===== src/rtl/cordic_pkg.sv =====
// cordic_pkg: shared constants for the rotation-mode CORDIC datapath.
// Fixed-point format is signed Q2.13 (value = raw / 8192).
package cordic_pkg;

  localparam int W       = 16;
  localparam int K       = 4975;   // 0.60725 * 8192, inverse CORDIC gain
  localparam int HALF_PI = 12868;
  localparam int PI      = 25736;

  // atan(2^-i) in Q2.13 for i = 0..15
  localparam int ATAN_TBL [16] = '{
    6434, 3798, 2007, 1019, 511, 256, 128, 64,
    32,   16,   8,    4,    2,   1,   0,   0
  };

endpackage


===== src/rtl/cordic_atan_rom.sv =====
// cordic_atan_rom: combinational atan(2^-i) lookup, 4-bit index to W-bit Q2.13.
module cordic_atan_rom
  import cordic_pkg::*;
#(
  parameter int W = cordic_pkg::W
) (
  input  logic        [3:0]   idx,
  output logic signed [W-1:0] atan
);

  // Table lookup, truncated/extended to the datapath width
  always_comb begin
    atan = W'(ATAN_TBL[idx]);
  end

endmodule


===== src/rtl/cordic_datapath.sv =====
// cordic_datapath: rotation-mode CORDIC computing cos/sin of a Q2.13 angle
// in 16 micro-rotations, driven by the controller's ld/init/fin strobes.
// Optional feature macro: CORDIC_QUAD_EXT_EN (pre-rotation to cover +/-pi).
module cordic_datapath
  import cordic_pkg::*;
#(
  parameter int W = cordic_pkg::W
) (
  input  logic                clk,
  input  logic                rst_b,
  input  logic                ld,
  input  logic                init,
  input  logic                fin,
  input  logic signed [W-1:0] ang_in,
  output logic        [3:0]   itr,
  output logic signed [W-1:0] cos_out,
  output logic signed [W-1:0] sin_out,
  output logic                valid
);

  localparam logic signed [W-1:0] K_W       = W'(K);
  localparam logic signed [W-1:0] HALF_PI_W = W'(HALF_PI);
  localparam logic signed [W-1:0] PI_W      = W'(PI);

  logic signed [W-1:0] x, y, z;
  logic                neg;

  logic signed [W-1:0] atan_i;
  logic signed [W-1:0] x_sh, y_sh;
  logic signed [W-1:0] x_nxt, y_nxt, z_nxt;
  logic signed [W-1:0] z_start;
  logic                neg_start;

  cordic_atan_rom #(.W(W)) u_atan_rom (
    .idx  (itr),
    .atan (atan_i)
  );

  // One micro-rotation from the current (pre-update) x, y, z
  always_comb begin
    x_sh  = x >>> itr;
    y_sh  = y >>> itr;
    x_nxt = x;
    y_nxt = y;
    z_nxt = z;
    if (!z[W-1]) begin
      x_nxt = x - y_sh;
      y_nxt = y + x_sh;
      z_nxt = z - atan_i;
    end else begin
      x_nxt = x + y_sh;
      y_nxt = y - x_sh;
      z_nxt = z + atan_i;
    end
  end

`ifdef CORDIC_QUAD_EXT_EN
  // Fold angles beyond +/-pi/2 by pi; the result is negated back at capture
  always_comb begin
    z_start   = ang_in;
    neg_start = 1'b0;
    if (ang_in > HALF_PI_W) begin
      z_start   = ang_in - PI_W;
      neg_start = 1'b1;
    end else if (ang_in < -HALF_PI_W) begin
      z_start   = ang_in + PI_W;
      neg_start = 1'b1;
    end
  end
`else
  // No pre-rotation: angle used as-is, result never negated
  always_comb begin
    z_start   = ang_in;
    neg_start = 1'b0;
  end
`endif

  // Iteration state: start has priority over step; otherwise hold
  always_ff @(posedge clk or negedge rst_b) begin
    if (!rst_b) begin
      x   <= '0;
      y   <= '0;
      z   <= '0;
      itr <= '0;
      neg <= 1'b0;
    end else if (ld && init) begin
      x   <= K_W;
      y   <= '0;
      z   <= z_start;
      itr <= '0;
      neg <= neg_start;
    end else if (ld) begin
      x   <= x_nxt;
      y   <= y_nxt;
      z   <= z_nxt;
      itr <= itr + 4'd1;
    end
  end

  // Result capture on fin sees pre-update x/y; a start clears valid
  always_ff @(posedge clk or negedge rst_b) begin
    if (!rst_b) begin
      cos_out <= '0;
      sin_out <= '0;
      valid   <= 1'b0;
    end else begin
      if (fin) begin
        cos_out <= neg ? -x : x;
        sin_out <= neg ? -y : y;
        valid   <= 1'b1;
      end
      if (ld && init) begin
        valid <= 1'b0;
      end
    end
  end

endmodule


===== config.mk =====
export PLATFORM = sky130hd
export DESIGN_NAME = cordic_datapath
export DESIGN_NICKNAME = d
export VERILOG_FILES = /design/src/rtl/cordic_pkg.sv /design/src/rtl/cordic_atan_rom.sv /design/src/rtl/cordic_datapath.sv
export SDC_FILE = /design/constraint.sdc
export NUM_CORES = 1
export LEC_CHECK = 0
export BUFFER_PORTS_ARGS = -buffer_cell sky130_fd_sc_hd__buf_2
export CAP_MARGIN = 20
export CORE_UTILIZATION = 35
export DETAILED_ROUTE_END_ITERATION = 7
export SYNTH_ARGS = -nofsm -noshare
export SYNTH_HDL_FRONTEND = slang
export SYNTH_SLANG_ARGS = --single-unit
export TNS_END_PERCENT = 50

===== constraint.sdc =====
create_clock -name clk -period 10.6 [get_ports clk]
set_input_delay 1.59 -clock clk [delete_from_list [all_inputs] [get_ports clk]]
set_output_delay 1.59 -clock clk [all_outputs]
set_load 0.005 [all_outputs]

==> impl_metrics.yaml <==
timing:
  fin_skew_ps: 11.4
  slew_viol_final: 0
  finalSetupViolCount: 0
  period_share: 0.513
  rsz0062_at_grt: "false"
  maxSlewHeadroom: 0.360
  finalWorstSetupSlack_ps: 5160
  finalHoldViolations: 0
  finalCriticalPeriod_ps: 5440
  tightest_slew_ps: 961
  final.setup.tns_ps: 0
  fmax_ghz: 0.184
die:
  dieArea_um2: 23900
  die_h_um: 155
  coreArea_um2: 22800
  num_rows: 55
  ios: 58
  die_w_um: 155
  start_util: 0.359
clocking:
  post_cts_resized: 0
  cts_hold_buf: 0
  htree_levels: 3
  cts_tree: "done"
  clk-insertion-delay-late_ps: 360
  numCtsBuffers: 9
  postCtsSetupRepairBufs: 0
  clock-sinks: 85
  cts_max_path_buffers: 2
  root_buffer: "clkbuf_16"
  clk_pin_slew_ps: 70
routing:
  firstDrtPassIters: 5
  detail_route.wirelength_um: 22000
  vias: 7039
  via_per_inst: 5.60
  drtIter0Drc: 485
  wl_per_cell_um: 17.5
  ant_nets: 0
  drc: 0
setup_path:
  start_kind: "register"
  path_class: "register to register"
  critPathCaptureType: "register"
  critPathBufInv: 2
  critPathMaxFanout: 43
  crit_arrival_ps: 5680
  crit_slowest_cell: "dfrtp_2"
  critPathRequiredTime_ps: 10840
  slowest_delay_ps: 1000
  path_cells: "inv_1 > ha_1 > inv_1 > o21ai_0 > a22oi_1 > ha_1 > nor2_1 > a21oi_1 > fa_1 > a21o_1 > a21oi_1 > o211ai_1 > a41oi_1 > o211ai_1 > o31a_1 > xor2_1 > a221o_1"
  cp_top_family: "compound AO/OA/AOI/OAI gates"
global_routing:
  grt_pass1_vias: 6617
  grt_max_degree: 59
  grt_pass1_wl_um: 35500
  grt_use_total: 0.188
  grt_overflow: 0
  antenna_found_initial: 0
power:
  p_leak_nw: 3.83
  cellPowerDensity_nw_per_um2: 381
  ir_drop_mv: 0.105
  total_power_mw: 3.41
placement:
  io_buffers: 57
  place_inst: 1240
  place_ws_ps: 5150
  gp_congestion: 0.927
  hpwl_um: 16100
synth:
  ys_seq_elements: 85
  yosys.area.top_type_share: 0.260
  yosysWarnings: 0
  synth_area_leaders: "dfrtp_1, ha_1, mux2_2, a21oi_1, mux4_2"
  yosysUniqueCellTypes: 83
  syn_inst: 914
  postSynth.asyncResetShare: 1.00
  yosysSeqAreaShare: 0.260
  synth_edf_count: 0
  synthFlopType: "dfrtp_1"
  synthesis.nets: 1000
  avgSynthCellArea_um2: 8.93
  synth_area_leader_cell: "dfrtp_1"
  syn_area_um2: 8170
finish:
  layout-drive-gt1-share: 0.176
  area_growth_pct: 9.67
  final_nets: 1024
  fin_util: 0.393
  antenna_cells: 0
  stdcell_count: 1256
flow_run:
  cap_violations: 0
hold_path:
  hold_path_class: "register to register"
run_status:
  status: "completed"
worst paths after layout:
check	startpoint	to	slack (ps)	cells after the start
worst min-delay path	cos_out[10]$_DFFE_PN0P_	cos_out[10]$_DFFE_PN0P_	500	1
min in group asynchronous	rst_b	cos_out[14]$_DFFE_PN0P_	1220	1
worst max-delay path	itr[0]$_DFFE_PN0P_	z[14]$_DFFE_PN0P_	5160	17
max in group asynchronous	rst_b	itr[0]$_DFFE_PN0P_	8390	2
worst max register to register	itr[0]$_DFFE_PN0P_	z[14]$_DFFE_PN0P_	5160	17
worst min register to register	cos_out[10]$_DFFE_PN0P_	cos_out[10]$_DFFE_PN0P_	500	1
cells by family (layout without fill, tap and decap cells):
family          count (synthesis)  in the layout  share of synthesized area
compound gates                270            270                      0.219
xor+xnor                       68             68                     0.0729
buf+inv                        87            116                     0.0481
simple gates                  246            246                      0.141
mux                            93             93                      0.156
flops                          85             85                      0.260
fa+ha+maj                      65             65                      0.102
per-stage QoR:
stage,hold slack [ps],instance area (um2)
2_1_floorplan,470,8170
3_3_place_gp,485,8650
3_5_place_dp,490,8650
4_1_cts,505,8960
5_1_grt,515,8960
6_report,499,8960
power by group:
part	leakage, nW	internal, mW	switching [mW]
registers	1.03	0.453	0.182
clock network	0.146	0.190	0.140
logic	2.66	1.11	1.33
routing by layer:
layer	wire length, um	GRT usage
met1	10600	0.265
met5	0	0
met2	9870	0.294
met3	1050	0.0314
met4	415	0.0575
cell usage after synthesis (all sizes together), types with 29 or more instances:
master / number
mux2i: 29
inv: 32
clkbuf: 31
nand2: 66
nor2: 93
xnor2: 38
a21oi: 88
ha: 62
dfrtp: 85
xor2: 30
mux2: 42
o21ai: 52
cells in the final DEF, fill, tap and decap left out, types with 13 or more instances in the layout:
cell type,n
a211oi_1,13
a21oi_1,88
a22o_1,13
a31oi_1,17
buf_2,56
dfrtp_1,83
ha_1,62
inv_1,32
mux2_2,41
mux2i_1,29
mux4_2,18
nand2_1,66
nor2_1,90
nor3_1,14
o21ai_0,49
xnor2_1,38
xor2_1,30
worst reg2reg max path, cell delays in order (launching register included):
cell and delay (ps):
dfrtp_2 1000, inv_1 600, ha_1 450, inv_1 110
o21ai_0 80, a22oi_1 280, ha_1 300, nor2_1 80
a21oi_1 90, fa_1 480, a21o_1 170, a21oi_1 250
o211ai_1 200, a41oi_1 340, o211ai_1 190, o31a_1 280
xor2_1 140, a221o_1 310
registers in the layout, summed over array words and instances, names as in the netlist:
register,cells
y,16
sin_out,16
x,16
cos_out,16
itr,4
valid,1
z,16
layout make-up:
class                           instances  area [um2]
Clock buffer                           11         243
Clock inverter                          5        60.1
Fill cell                            2294       13800
Multi-Input combinational cell        742        5650
Timing Repair Buffer                   66         355
Tap cell                              313         392
Sequential cell                        85        2130
Inverter                               34         128
Note: power is estimated with default switching activity, not from simulation.
